**src/rtl/exu_cal_mc_pkg.sv**
```systemverilog
// Shared definitions for the multi-cycle execute-stage calculation centre.
//   CAL_OP_W     : operation code width
//   cal_op_e     : operation codes (values 11..15 are illegal and return 0)
//   cal_state_e  : control FSM encoding
//   is_mul_op()  : true for opcodes handled by the iterative multiplier
package exu_cal_mc_pkg;

    localparam int unsigned CAL_OP_W = 4;

    typedef enum logic [CAL_OP_W-1:0] {
        CAL_ADD  = 4'd0,
        CAL_SUB  = 4'd1,
        CAL_AND  = 4'd2,
        CAL_OR   = 4'd3,
        CAL_XOR  = 4'd4,
        CAL_SLL  = 4'd5,
        CAL_SRL  = 4'd6,
        CAL_SRA  = 4'd7,
        CAL_CMP  = 4'd8,
        CAL_MUL  = 4'd9,
        CAL_MULH = 4'd10
    } cal_op_e;

    typedef enum logic [1:0] {
        ST_IDLE = 2'd0,
        ST_BUSY = 2'd1,
        ST_DONE = 2'd2
    } cal_state_e;

    function automatic logic is_mul_op(input logic [CAL_OP_W-1:0] op);
        return (op == CAL_MUL) || (op == CAL_MULH);
    endfunction

endpackage

```
**src/rtl/exu_cal_mc_if.sv**
```systemverilog
// Request/result handshake bundle between the ALU front-end and the
// calculation centre.
//   master : front-end side (drives request and result-ready)
//   slave  : calculation centre side (drives request-ready, result, busy)
interface exu_cal_mc_if
    import exu_cal_mc_pkg::*;
#(
    parameter int unsigned XLEN = 32
) ();

    logic                hs_al4cal_val;
    logic                hs_cal4al_rdy;
    logic [CAL_OP_W-1:0] i_op;
    logic                i_unsigned;
    logic [XLEN-1:0]     i_opn1;
    logic [XLEN-1:0]     i_opn2;
    logic                hs_cal4al_res_val;
    logic                hs_al4cal_res_rdy;
    logic [XLEN-1:0]     o_res;
    logic                o_busy;

    modport master (
        output hs_al4cal_val, i_op, i_unsigned, i_opn1, i_opn2, hs_al4cal_res_rdy,
        input  hs_cal4al_rdy, hs_cal4al_res_val, o_res, o_busy
    );

    modport slave (
        input  hs_al4cal_val, i_op, i_unsigned, i_opn1, i_opn2, hs_al4cal_res_rdy,
        output hs_cal4al_rdy, hs_cal4al_res_val, o_res, o_busy
    );

endinterface

```
**src/rtl/exu_cal_mul_iter.sv**
```systemverilog
// Iterative shift-add multiplier retiring MUL_STEP multiplier bits per cycle.
//   clk, rst     : clock, asynchronous active-high reset
//   start        : latch operands and begin (ignored inputs afterwards)
//   signed_mode  : treat operands as two's complement (magnitude + sign)
//   opn1, opn2   : multiplicand, multiplier
//   done_c       : high during the final step; product_c is valid then
//   product_c    : full 2*XLEN product including sign fix-up
module exu_cal_mul_iter #(
    parameter int unsigned XLEN     = 32,
    parameter int unsigned MUL_STEP = 1
) (
    input  logic              clk,
    input  logic              rst,
    input  logic              start,
    input  logic              signed_mode,
    input  logic [XLEN-1:0]   opn1,
    input  logic [XLEN-1:0]   opn2,
    output logic              done_c,
    output logic [2*XLEN-1:0] product_c
);

    localparam int unsigned PW    = 2 * XLEN;
    localparam int unsigned STEPS = XLEN / MUL_STEP;
    localparam int unsigned CNT_W = $clog2(STEPS);

    logic [CNT_W-1:0] cnt_q, cnt_d;
    logic             run_q, run_d;
    logic             neg_q, neg_d;
    logic [PW-1:0]    acc_q, acc_d;
    logic [PW-1:0]    mcand_q, mcand_d;
    logic [XLEN-1:0]  mplier_q, mplier_d;

    logic             neg1, neg2, last;
    logic [XLEN-1:0]  mag1, mag2;
    logic [PW-1:0]    sum;

    // Operand magnitudes; the product sign is recorded separately
    assign neg1 = signed_mode & opn1[XLEN-1];
    assign neg2 = signed_mode & opn2[XLEN-1];
    assign mag1 = neg1 ? (~opn1 + XLEN'(1)) : opn1;
    assign mag2 = neg2 ? (~opn2 + XLEN'(1)) : opn2;

    // Partial products for this step; multiplicand is pre-shifted by cnt*MUL_STEP
    always_comb begin
        sum = acc_q;
        for (int unsigned j = 0; j < MUL_STEP; j++) begin
            if (mplier_q[j]) begin
                sum = sum + (mcand_q << j);
            end
        end
    end

    assign last      = run_q && (cnt_q == CNT_W'(STEPS - 1));
    assign done_c    = last;
    assign product_c = neg_q ? (~sum + PW'(1)) : sum;

    // Next-state for the iteration registers
    always_comb begin
        cnt_d    = cnt_q;
        run_d    = run_q;
        neg_d    = neg_q;
        acc_d    = acc_q;
        mcand_d  = mcand_q;
        mplier_d = mplier_q;
        if (start) begin
            run_d    = 1'b1;
            cnt_d    = '0;
            acc_d    = '0;
            neg_d    = neg1 ^ neg2;
            mcand_d  = PW'(mag1);
            mplier_d = mag2;
        end else if (run_q) begin
            acc_d    = sum;
            mcand_d  = mcand_q << MUL_STEP;
            mplier_d = mplier_q >> MUL_STEP;
            cnt_d    = cnt_q + CNT_W'(1);
            if (last) begin
                run_d = 1'b0;
                cnt_d = '0;
            end
        end
    end

    always_ff @(posedge clk or posedge rst) begin
        if (rst) begin
            cnt_q    <= '0;
            run_q    <= 1'b0;
            neg_q    <= 1'b0;
            acc_q    <= '0;
            mcand_q  <= '0;
            mplier_q <= '0;
        end else begin
            cnt_q    <= cnt_d;
            run_q    <= run_d;
            neg_q    <= neg_d;
            acc_q    <= acc_d;
            mcand_q  <= mcand_d;
            mplier_q <= mplier_d;
        end
    end

endmodule

```
**src/rtl/exu_cal_mc.sv**
```systemverilog
// Multi-cycle execute-stage calculation centre.
//   clk, rst : clock, asynchronous active-high reset
//   bus      : slave side of exu_cal_mc_if
//              request  hs_al4cal_val / hs_cal4al_rdy with i_op, i_unsigned, i_opn1, i_opn2
//              result   hs_cal4al_res_val / hs_al4cal_res_rdy with o_res (registered)
//              o_busy   multiply iteration in progress
// Single-cycle ops complete in one cycle; MUL/MULH go through exu_cal_mul_iter.
module exu_cal_mc
    import exu_cal_mc_pkg::*;
#(
    parameter int unsigned XLEN     = 32,
    parameter int unsigned MUL_STEP = 1
) (
    input  logic         clk,
    input  logic         rst,
    exu_cal_mc_if.slave  bus
);

    localparam int unsigned SHAMT_W = $clog2(XLEN);

    cal_state_e        state_q, state_d;
    logic [XLEN-1:0]   res_q, res_d;
    logic              res_val_q, res_val_d;
    logic              busy_q, busy_d;
    logic              mulh_q, mulh_d;

    logic              rdy_c, accept_c, lt_c;
    logic              mul_start_c, mul_signed_c, mul_done_c;
    logic [2*XLEN-1:0] mul_prod_c;
    logic [XLEN-1:0]   alu_res_c;
    logic [SHAMT_W-1:0] shamt;

    // A new request can enter when idle, or when the held result retires this edge
    assign rdy_c    = (state_q == ST_IDLE) || ((state_q == ST_DONE) && bus.hs_al4cal_res_rdy);
    assign accept_c = bus.hs_al4cal_val && rdy_c;

    assign shamt = bus.i_opn2[SHAMT_W-1:0];
    assign lt_c  = bus.i_unsigned ? (bus.i_opn1 < bus.i_opn2)
                                  : ($signed(bus.i_opn1) < $signed(bus.i_opn2));

    // Single-cycle datapath; illegal opcodes produce zero
    always_comb begin
        alu_res_c = '0;
        case (bus.i_op)
            CAL_ADD: alu_res_c = bus.i_opn1 + bus.i_opn2;
            CAL_SUB: alu_res_c = bus.i_opn1 - bus.i_opn2;
            CAL_AND: alu_res_c = bus.i_opn1 & bus.i_opn2;
            CAL_OR:  alu_res_c = bus.i_opn1 | bus.i_opn2;
            CAL_XOR: alu_res_c = bus.i_opn1 ^ bus.i_opn2;
            CAL_SLL: alu_res_c = bus.i_opn1 << shamt;
            CAL_SRL: alu_res_c = bus.i_opn1 >> shamt;
            CAL_SRA: alu_res_c = XLEN'($signed(bus.i_opn1) >>> shamt);
            CAL_CMP: alu_res_c = {{(XLEN-1){1'b0}}, lt_c};
            default: alu_res_c = '0;
        endcase
    end

    assign mul_signed_c = (bus.i_op == CAL_MULH) && !bus.i_unsigned;

    exu_cal_mul_iter #(
        .XLEN     (XLEN),
        .MUL_STEP (MUL_STEP)
    ) u_mul (
        .clk         (clk),
        .rst         (rst),
        .start       (mul_start_c),
        .signed_mode (mul_signed_c),
        .opn1        (bus.i_opn1),
        .opn2        (bus.i_opn2),
        .done_c      (mul_done_c),
        .product_c   (mul_prod_c)
    );

    // Control FSM: next state, result capture and multiplier launch
    always_comb begin
        state_d     = state_q;
        res_d       = res_q;
        mulh_d      = mulh_q;
        mul_start_c = 1'b0;
        case (state_q)
            ST_IDLE, ST_DONE: begin
                if (accept_c) begin
                    if (is_mul_op(bus.i_op)) begin
                        state_d     = ST_BUSY;
                        mul_start_c = 1'b1;
                        mulh_d      = (bus.i_op == CAL_MULH);
                    end else begin
                        state_d = ST_DONE;
                        res_d   = alu_res_c;
                    end
                end else if ((state_q == ST_DONE) && bus.hs_al4cal_res_rdy) begin
                    state_d = ST_IDLE;
                end
            end
            ST_BUSY: begin
                if (mul_done_c) begin
                    state_d = ST_DONE;
                    res_d   = mulh_q ? mul_prod_c[2*XLEN-1:XLEN] : mul_prod_c[XLEN-1:0];
                end
            end
            default: state_d = ST_IDLE;
        endcase
        res_val_d = (state_d == ST_DONE);
        busy_d    = (state_d == ST_BUSY);
    end

    always_ff @(posedge clk or posedge rst) begin
        if (rst) begin
            state_q   <= ST_IDLE;
            res_q     <= '0;
            res_val_q <= 1'b0;
            busy_q    <= 1'b0;
            mulh_q    <= 1'b0;
        end else begin
            state_q   <= state_d;
            res_q     <= res_d;
            res_val_q <= res_val_d;
            busy_q    <= busy_d;
            mulh_q    <= mulh_d;
        end
    end

    assign bus.hs_cal4al_rdy     = rdy_c;
    assign bus.hs_cal4al_res_val = res_val_q;
    assign bus.o_res             = res_q;
    assign bus.o_busy            = busy_q;

endmodule

```
**src/flat_wrapper.sv**
```systemverilog
// flat-port wrapper written by rule: the top's interface ports become plain ports
module exu_cal_mc_flat import exu_cal_mc_pkg::*;
#(
    parameter int unsigned XLEN     = 32,
    parameter int unsigned MUL_STEP = 1
)
  (clk, rst, bus_hs_al4cal_val, bus_i_op, bus_i_unsigned, bus_i_opn1, bus_i_opn2, bus_hs_al4cal_res_rdy, bus_hs_cal4al_rdy, bus_hs_cal4al_res_val, bus_o_res, bus_o_busy);
  exu_cal_mc_if #(.XLEN(XLEN)) bus_i ();
  input  logic clk;
  input  logic rst;
  input wire logic [$bits(bus_i.hs_al4cal_val)-1:0] bus_hs_al4cal_val;
  input wire logic [$bits(bus_i.i_op)-1:0] bus_i_op;
  input wire logic [$bits(bus_i.i_unsigned)-1:0] bus_i_unsigned;
  input wire logic [$bits(bus_i.i_opn1)-1:0] bus_i_opn1;
  input wire logic [$bits(bus_i.i_opn2)-1:0] bus_i_opn2;
  input wire logic [$bits(bus_i.hs_al4cal_res_rdy)-1:0] bus_hs_al4cal_res_rdy;
  output wire logic [$bits(bus_i.hs_cal4al_rdy)-1:0] bus_hs_cal4al_rdy;
  output wire logic [$bits(bus_i.hs_cal4al_res_val)-1:0] bus_hs_cal4al_res_val;
  output wire logic [$bits(bus_i.o_res)-1:0] bus_o_res;
  output wire logic [$bits(bus_i.o_busy)-1:0] bus_o_busy;
  assign bus_i.hs_al4cal_val = bus_hs_al4cal_val;
  assign bus_i.i_op = bus_i_op;
  assign bus_i.i_unsigned = bus_i_unsigned;
  assign bus_i.i_opn1 = bus_i_opn1;
  assign bus_i.i_opn2 = bus_i_opn2;
  assign bus_i.hs_al4cal_res_rdy = bus_hs_al4cal_res_rdy;
  assign bus_hs_cal4al_rdy = bus_i.hs_cal4al_rdy;
  assign bus_hs_cal4al_res_val = bus_i.hs_cal4al_res_val;
  assign bus_o_res = bus_i.o_res;
  assign bus_o_busy = bus_i.o_busy;
  exu_cal_mc #(.XLEN(XLEN), .MUL_STEP(MUL_STEP)) u_core (.clk(clk), .rst(rst), .bus(bus_i));
endmodule
```
**config.mk**
```make
export PLATFORM = sky130hd
export DESIGN_NAME = exu_cal_mc_flat
export DESIGN_NICKNAME = d
export VERILOG_FILES = /design/src/rtl/exu_cal_mc_pkg.sv /design/src/rtl/exu_cal_mc_if.sv /design/src/rtl/exu_cal_mul_iter.sv /design/src/rtl/exu_cal_mc.sv /design/src/flat_wrapper.sv
export SDC_FILE = /design/constraint.sdc
export NUM_CORES = 1
export LEC_CHECK = 0
export ABC_AREA = 1
export ABC_CLOCK_PERIOD_IN_PS = 8300
export CORE_ASPECT_RATIO = 1.5
export CORE_MARGIN = 2
export CORE_UTILIZATION = 64
export CTS_BUF_LIST = sky130_fd_sc_hd__clkbuf_16
export CTS_CLUSTER_DIAMETER = 120
export DETAILED_ROUTE_END_ITERATION = 10
export GPL_TIMING_DRIVEN = 0
export PLACE_DENSITY = 0.81
export SKIP_CTS_REPAIR_TIMING = 1
export SYNTH_ARGS = -nofsm -noshare
export SYNTH_HDL_FRONTEND = slang
export SYNTH_SLANG_ARGS = --single-unit
```
**constraint.sdc**
```tcl
create_clock -name clk -period 8.3 [get_ports clk]
set_input_delay 1.66 -clock clk [delete_from_list [all_inputs] [get_ports clk]]
set_output_delay 1.66 -clock clk [all_outputs]
set_load 0.01 [all_outputs]
```
==> summary.txt, run 1 <==
Run status
  – Status: stopped before the end
  – Fail Step: global routing (5_1_grt)
  – First Error: [ERROR GRT-0116] Global routing finished with congestion. Check the congestion regions in the DRC Viewer.

Global routing
  – First-pass GRT wire length: approximately 260000 µm
  – All-Layer GR Usage: ~74%
  – Total grt overflow: ~280
  – Vias in the first global route: 38230
  – Largest net degree at the start of global routing: 122

Yosys
  – Yosys cell types: slightly above 70
  – Synth Area per Inst: 5.725 µm²
  – Mapped Area: about 28000 µm²
  – Syn nets: ~5100
  – Yosys warns: 0
  – Register area share after synthesis: a little under a fifth
  – Cells after synthesis: between 4000 and 5000
  – Yosys reg bits: 204
  – Ys async rst share: 100.0%
  – Post-synth EDFFs: 0
  – Main synth FF type: dfrtp_1

Placed design
  – IO Port Bufs: 107
  – GPL Wtd Cong: about 1.3
  – Placed Cells: between 5000 and 6000
  – Post-DP Area: 29760 µm²
  – Final HPWL DP: 111500 µm

Die
  – Die X: between 150 and 200 µm
  – Die Y-Extent: 259.8 µm
  – Rows: a little over 90
  – Starting Density: roughly two thirds
  – I/O pin count: ~110

Clock network
  – Clock Tree Buf Depth: 3
  – H-tree Lvls: 1
  – Clock sinks: just over 200
  – Root Buffer: clkbuf_16
  – Num CTS Buffers: 20
## stage by stage
step | worst slack (ns) | util (%)
after CTS | 1.401 | 70.77
after floorplan | 1.073 | -
after global placement | -1.393 | 68.97
after detailed placement | 0.8541 | 69.12
## Yosys cell counts, types with 31 or more instances
master | n | area share, %
nor2_1 | 398 | 5.4
ha_1 | 165 | 7.4
o21ai_0 | 285 | 5.1
a21oi_1 | 302 | 5.4
nand3_1 | 370 | 6.6
nor3_1 | 31 | 0.56
nand2_2 | 59 | 1.3
o22ai_1 | 87 | 1.9
nor2_2 | 37 | 0.83
o221ai_1 | 73 | 2.3
nand2_1 | 1506 | 20
inv_1 | 762 | 10
nand4_1 | 55 | 1.2
dfrtp_1 | 204 | 18
clkbuf_1 | 134 | 1.8
## kinds of logic after synthesis
| kind of cell | count (synthesis) | share of synthesized area (%) |
|---|---|---|
| multiplexers | 11 | 0.3945 |
| AND/OR/NAND/NOR | 2572 | 39.98 |
| AO/OA/AOI/OAI | 921 | 19.68 |
| adder cells (fa/ha/maj) | 168 | 7.612 |
| XOR/XNOR | 20 | 0.6276 |
| flip-flops | 204 | 18.29 |
| buffers and inverters | 979 | 13.42 |
## per-layer routing
metal	global-route usage, %	overflow
met1	71.41	2
met2	95.41	176
met3	53.73	4
met4	79.49	98
met5	16.13	1
==> run 2: changes to the inputs <==
Settings changed: CORE_ASPECT_RATIO 1.5 to not set, CORE_UTILIZATION 64 to 40, CTS_BUF_LIST sky130_fd_sc_hd__clkbuf_16 to not set, CTS_CLUSTER_DIAMETER 120 to not set, PLACE_DENSITY 0.81 to not set, PLACE_DENSITY_LB_ADDON set to 0.15.
==> run 2 against run 1 <==
The flow now finishes without violations. Synthesized area did not move. Synthesized cell count did not move.
==> summary.txt, run 2 <==
Setup path
  – Critical path type: primary input to flip-flop
  – Worst-path fanout max: 11
  – WP data arrival: approximately 7.4 ns
  – FF-to-FF setup slack: roughly 4 ns
  – Crit start category: primary input
  – Critical Path Sink Type: flip-flop
  – WP data required: 8.74 ns

Yosys
  – Post-synth EDFFs: 0 (unchanged)
  – Ys async rst share: 100.0% (unchanged)
  – Synth top cells by count: 1506 x nand2_1, 762 x inv_1, 398 x nor2_1, 370 x nand3_1, 302 x a21oi_1 (unchanged)
  – Top-count cell post-synth: nand2_1 (unchanged)
  – Synth top area share: 20.25% (unchanged)
  – Main area contributors after synthesis: nand2_1 20%, dfrtp_1 18%, inv_1 10% (unchanged)
  – Yosys cell types: 71 (unchanged)
  – Synth Area per Inst: 5.725 µm² (unchanged)
  – Top cell type by total area after synthesis: nand2_1 (unchanged)
  – Mapped Area: 27910 µm² (unchanged)
  – Cells after synthesis: 4875 (unchanged)
  – Yosys reg bits: 204 (unchanged)
  – Syn nets: 5116 (unchanged)
  – Register area share after synthesis: 18.29% (unchanged)
  – Main synth FF type: dfrtp_1 (unchanged)
  – Yosys warns: 0 (unchanged)

Die
  – Starting Density: 40.55% (was 64.83%)
  – Core Region: 68830 µm²
  – I/O pin count: 108 (unchanged)
  – Die area: approximately 70000 µm²
  – Die X: 268.2 µm (was 174.5 µm)
  – Rows: 96 (was 93)
  – Die Y-Extent: 268.2 µm (was 259.8 µm)

Placed design
  – Dpl ws: 1.008 ns (was 0.8541 ns)
  – IO Port Bufs: 107 (unchanged)
  – Placed Cells: 5914 (was 5554)
  – Final HPWL DP: 126500 µm (was 111500 µm)
  – GPL Wtd Cong: 1.123 (was 1.288)

STA
  – RSZ-0062 raised after global routing: no
  – Final hold viol count: 0
  – Clock Skew: between 0.01 and 0.015 ns
  – Worst slew pin tran: ~1.2 ns
  – Setup WS post-layout: between 1 and 1.5 ns
  – Final Setup Violations: 0
  – Final Slew Violations: 0
  – Minimum clock period: just under 7 ns
  – Slew headroom: 18.71%
  – Final worst-path cycle share: 83.63%
  – Max frequency: approximately 140 MHz

Power
  – Pwr per Cell Area: between 300 and 400 nW/µm²
  – Max VDD drop: 0.1634 mV
  – P_leak: 15.53 nW

Route
  – WL final: 153300 µm
  – Via count: 33920
  – Initial DRC count: 3557
  – First-pass DRT Iterations: 6
  – M1 WL: slightly below 60000 µm
  – Number of remaining DRC errors: 0
  – Met2 routed WL: ~66000 µm
  – Top Layer Used: met5
  – Routed WL per cell: approximately 26 µm
  – Antenna Nets Post-Route: 0
  – WL met3: around 13000 µm
  – Vias per cell: approximately 5.7

Global routing
  – Vias in the first global route: between 30000 and 40000
  – First-pass GRT wire length: between 200000 and 250000 µm
  – All-Layer GR Usage: between 40% and 50%
  – Largest net degree at the start of global routing: between 100 and 150
  – Total grt overflow: 0
  – Initial antenna violation count: 1

Cells and area
  – Utilization after layout: between 40 and 50%
  – Most frequent cells in the layout: 1506 x nand2_1, 761 x inv_1, 398 x nor2_1
  – Nets: 5250
  – Cell Count, Final, Fillers Out: between 5000 and 6000
  – Fillers: between 7000 and 8000
  – Footprint of the multi-input gates: between 15000 and 20000 µm²
  – Biggest regs: u_core.u_mul.acc_q x64, u_core.u_mul.mcand_q x64
  – Syn-to-layout area delta: 10.97%
  – Most common cell after layout, fill and taps aside: nand2_1
  – Layout cell share with drive strength beyond 1: under 10%
  – FF/Latch Area: 5105 µm²

Hold path
  – Min-delay worst type: flip-flop to flip-flop

Clock network
  – CTS tree: built
  – H-tree Lvls: 1 (unchanged)
  – Num CTS Buffers: 24 (was 20)
  – Clk_lat worst skew: 0.56 ns
  – Clock Tree Buf Depth: 3 (unchanged)
  – Clock sinks: 204 (unchanged)
  – Clock slew at reported path FFs: roughly 0.060 ns
  – Root Buffer: clkbuf_16 (unchanged)

Run status
  – Status: finished clean (was stopped before the end)

Job
  – Max-cap violations: 0
## run 2: metrics by stage
step / TNS, ns / instance area (µm²) / hold WS [ns] / power, mW
3_5_place_dp: 0 / 30180 / 0.4740 / 8.705
5_1_grt: 0 / 30970 / 0.5128 / 10.79
6_report: 0 / 30970 / 0.4963 / 10.06
2_1_floorplan: 0 / 27910 / 0.4570 / 6.260
4_1_cts: 0 / 30970 / 0.4907 / 9.825
3_3_place_gp: -414.21 / 30150 / 0.4651 / 8.670
## run 2: cell families after synthesis
| logic type | count (synthesis) | share of synthesized area, % |
|---|---|---|
| simple gates | 2572 | 39.98 |
| buf+inv | 979 | 13.42 |
| compound gates | 921 | 19.68 |
| flops | 204 | 18.29 |
| fa+ha+maj | 168 | 7.612 |
| xor+xnor | 20 | 0.6276 |
| mux | 11 | 0.3945 |
## run 2: final timing paths
kind,start,to,cells past startpoint
worst min register to register,u_core.u_mul.mplier_q[25]$_DFFE_PP0P_,u_core.u_mul.mplier_q[24]$_DFFE_PP0P_,2
worst max-delay path,bus_i_opn2[4],u_core.bus.o_res[23]$_DFFE_PP0P_,20
worst min-delay path,u_core.u_mul.mplier_q[25]$_DFFE_PP0P_,u_core.u_mul.mplier_q[24]$_DFFE_PP0P_,2
min in group asynchronous,rst,u_core.u_mul.mcand_q[5]$_DFFE_PP0P_,2
max in group asynchronous,rst,u_core.u_mul.acc_q[61]$_DFFE_PP0P_,3
worst max register to register,u_core.state_q[1]$_DFF_PP0_,u_core.u_mul.mcand_q[59]$_DFFE_PP0P_,11
## run 2: final cells by class
class                      instances  share of cell area, %
multi-input combinational       3692                  61.54
sequential                       204                  16.48
inverter                         794                  9.651
tap                              931                  3.761
timing repair buffer             108                  3.547
buffer                           185                  2.468
clock buffer                      33                  2.246
clock inverter                    10                 0.2949
antenna                            1               0.008079
## run 2: per-layer routing
layer	vias up	track usage [%]
met5	-	0
met4	2	36.48
met3	441	6.259
met2	1678	65.55
met1	15670	50.48
li1	16130	-
## run 2: worst max-delay path, stage by stage
cell and delay (ns):
clkdlybuf4s50_1 0.75, clkbuf_1 0.47, clkinv_1 0.49, clkbuf_1 0.43
ha_1 0.39, clkbuf_1 0.22, a21o_1 0.21, a21oi_1 0.21
o21ai_0 0.18, a21boi_0 0.71, inv_1 0.09, nand2_1 0.11
nand2_1 0.12, a21oi_1 0.37, o21bai_1 0.19, or2_2 0.30
nand3_1 0.09, nand3_1 0.10, a21oi_1 0.21, a21oi_2 0.07
## run 2: where the power goes
group | switching (mW) | internal [mW] | leakage [nW]
clock network | 0.475 | 0.618 | 0.373
logic | 5.13 | 2.03 | 12.6
registers | 0.394 | 1.41 | 2.58
Note: power is estimated with default switching activity, not from simulation.
==> run 3: changes to the inputs <==
Settings changed: ABC_CLOCK_PERIOD_IN_PS 8300 to 6900.
Clock period 8.3 ns to 6.9 ns, I/O delays scaled along.
==> run 3 against run 2 <==
Flip-flop and latch count unchanged. Setup slack got worse by 0.96 ns. Combinational power increased by 21%. Clock skew increased by 0.0092 ns. Sequential power increased by 20%. Non-clock buffer count increased by 4. Count of clock-buffer cells in the layout increased by 2. Critical path depth unchanged. First-iteration DRC count increased by 9.2%. Register-to-register slack got worse by 1.6 ns. Critical endpoint unchanged. Largest cell class unchanged.
==> summary.txt, run 3 (same netlist as run 2, synthesis figures left out) <==
Clock network
  – H-tree Lvls: 1 (unchanged)
  – Num CTS Buffers: 24 (unchanged)
  – Clock sinks: 204 (unchanged)
  – Clk_lat worst skew: 0.56 ns (about the same)
  – CTS tree: built (unchanged)
  – Clock Tree Buf Depth: 3 (unchanged)
  – Root Buffer: clkbuf_16 (unchanged)
  – Clock slew at reported path FFs: 0.06 ns (about the same)

Cells and area
  – Most frequent cells in the layout: 1506 x nand2_1, 761 x inv_1, 398 x nor2_1 (unchanged)
  – Layout cell share with drive strength beyond 1: 5.884% (was 5.750%)
  – Most common cell after layout, fill and taps aside: nand2_1 (unchanged)
  – Nets: 5254 (was 5250)
  – Syn-to-layout area delta: 11.58% (was 10.97%)
  – Biggest regs: u_core.u_mul.acc_q x64, u_core.u_mul.mcand_q x64 (unchanged)
  – Fillers: 7706 (was 7733)

Power
  – Net Sw Power: 7.246 mW (was 6.003 mW)
  – Clock share of power: 11.8% (was 10.9%)
  – P_leak: 15.61 nW (was 15.53 nW)
  – Max VDD drop: 0.2400 mV (was 0.1634 mV)
  – Combinational share of power: 70.6% (was 71.2%)
  – Sequential power share: 17.6% (was 17.9%)
  – Sw Share: 59.19% (was 59.69%)
  – Pwr per Cell Area: 393.1 nW/µm² (was 324.7 nW/µm²)
  – Int Power: 4.996 mW (was 4.054 mW)

Setup path
  – Slowest stage cell, crit path: clkdlybuf4s50_1 (unchanged)
  – Crit start category: primary input (unchanged)
  – WP data arrival: 6.95 ns (was 7.39 ns)
  – CP Cell Sequence: clkdlybuf4s50_1, clkbuf_1, clkinv_1, clkbuf_1, ha_1, clkbuf_1, a21o_1, a21oi_1, o21ai_0, a21boi_0, inv_1, nand2_1, nand2_1, a21oi_1, o21bai_1, or2_2, nand3_1, nand3_1, a21oi_1, a21oi_2 (unchanged)
  – Critical path type: primary input to flip-flop (unchanged)
  – Critical Path Sink Type: flip-flop (unchanged)
  – Peak per-stage delay on the critical path: 0.80 ns (was 0.75 ns)
  – Worst-path fanout max: 11 (unchanged)
  – WP data required: 7.34 ns (was 8.74 ns)
  – FF-to-FF setup slack: 2.45 ns (was 4.01 ns)

Die
  – Die Y-Extent: 268.2 µm (unchanged)
  – Rows: 96 (unchanged)
  – I/O pin count: 108 (unchanged)
  – Core Region: 68830 µm² (unchanged)
  – Starting Density: 40.55% (unchanged)
  – Die X: 268.2 µm (unchanged)
  – Die area: 71910 µm² (unchanged)

STA
  – Final hold viol count: 0 (unchanged)
  – Minimum clock period: approximately 6.5 ns
  – Max frequency: 153.8 MHz
  – Hold Slack: 0.4893 ns (was 0.4963 ns)
  – Slew headroom: 1.924% (was 18.71%)
  – Worst slew pin tran: 1.456 ns (was 1.207 ns)
  – Final worst-path cycle share: between 90% and 100%
  – TNS Setup: 0 ns (unchanged)
  – Final Slew Violations: 0 (unchanged)
  – Clock Skew: 0.02008 ns (was 0.01084 ns)
  – RSZ-0062 raised after global routing: no (unchanged)
  – Final Setup Violations: 0 (unchanged)

Route
  – Initial DRC count: 3884 (was 3557)
  – Antenna Nets Post-Route: 0 (unchanged)
  – Vias per cell: 5.736 (was 5.694)
  – Via count: 34200 (was 33920)
  – Number of remaining DRC errors: 0 (unchanged)
  – Routed WL per cell: 25.74 µm (was 25.72 µm)
  – WL final: 153500 µm (was 153300 µm)
  – First-pass DRT Iterations: 8 (was 6)

Job
  – Max-cap violations: 0 (unchanged)

Placed design
  – IO Port Bufs: 107 (unchanged)
  – Final HPWL DP: 128200 µm (was 126500 µm)
  – GPL Wtd Cong: 1.053 (was 1.123)

Global routing
  – All-Layer GR Usage: 41.92% (was 41.96%)
  – Vias in the first global route: 32170 (was 32180)
  – Initial antenna violation count: 1 (unchanged)
  – First-pass GRT wire length: 218400 µm (was 217500 µm)
  – Total grt overflow: 0 (unchanged)
  – Largest net degree at the start of global routing: 42 (was 110)

Run status
  – Status: finished clean (unchanged)

Hold path
  – Min-delay worst type: flip-flop to flip-flop (unchanged)
[run 3: through the flow]
stage | setup WS (ns) | util [%] | instance area, µm² | cells | power, mW
final | 0.3964 | 45.25 | 31140 | 5963 | 12.24
after global routing | 0.3177 | 45.25 | 31140 | 5962 | 13.11
after CTS | 0.6710 | 45.25 | 31140 | 5962 | 11.98
after detailed placement | 0.09635 | 43.96 | 30250 | 5918 | 10.50
after global placement | 0.06907 | 43.81 | 30150 | 5913 | 10.45
after floorplan | 2.330 | - | 27920 | 4875 | 7.531
[run 3: final cells by class]
cell class | count | area (µm²) | area share, %
Multi-Input combinational cell | 3692 | 19060 | 61.20
Sequential cell | 204 | 5105 | 16.39
Inverter | 794 | 2985 | 9.585
Timing Repair Buffer | 112 | 1171 | 3.760
Tap cell | 931 | 1165 | 3.740
Buffer | 185 | 764.5 | 2.455
Clock buffer | 35 | 732.0 | 2.350
Clock inverter | 9 | 157.7 | 0.5062
Antenna cell | 1 | 2.502 | 0.008035
[run 3: critical path: cells and delay by family]
family | cells | cell delay (ns)
and+or+nand+nor | 5 | 0.71
buffers and inverters | 6 | 2.42
adders and majority gates | 1 | 0.38
AOI/OAI and AO/OA | 8 | 2.04
[run 3: layer usage]
layer	part of all wire, %	track usage, %	vias to the layer above
met3	8.4	6.213	446
li1	-	-	16140
met1	38	50.12	15830
met4	10	34.73	0
met5	0	0	-
met2	43	66.71	1792
[run 3: path summary, 6_finish.rpt]
kind | depth (start not counted) | endpoint | startpoint
worst max-delay path | 20 | u_core.bus.o_res[23]$_DFFE_PP0P_ | bus_i_opn2[4]
worst min-delay path | 2 | u_core.u_mul.mplier_q[24]$_DFFE_PP0P_ | u_core.u_mul.mplier_q[25]$_DFFE_PP0P_
worst max register to register | 18 | u_core.bus.o_res[21]$_DFFE_PP0P_ | u_core.u_mul.mcand_q[14]$_DFFE_PP0P_
worst min register to register | 2 | u_core.u_mul.mplier_q[24]$_DFFE_PP0P_ | u_core.u_mul.mplier_q[25]$_DFFE_PP0P_
max in group asynchronous | 5 | u_core.u_mul.mcand_q[49]$_DFFE_PP0P_ | rst
min in group asynchronous | 2 | u_core.u_mul.mcand_q[3]$_DFFE_PP0P_ | rst
[run 3: power by group through the flow]
stage | clock network, mW | logic [mW] | registers [mW]
5_1_grt | 1.50 | 9.42 | 2.19
4_1_cts | 1.46 | 8.39 | 2.13
3_3_place_gp | 0 | 8.31 | 2.14
3_5_place_dp | 0 | 8.35 | 2.14
6_report | 1.45 | 8.64 | 2.16
2_1_floorplan | 0 | 5.57 | 1.96
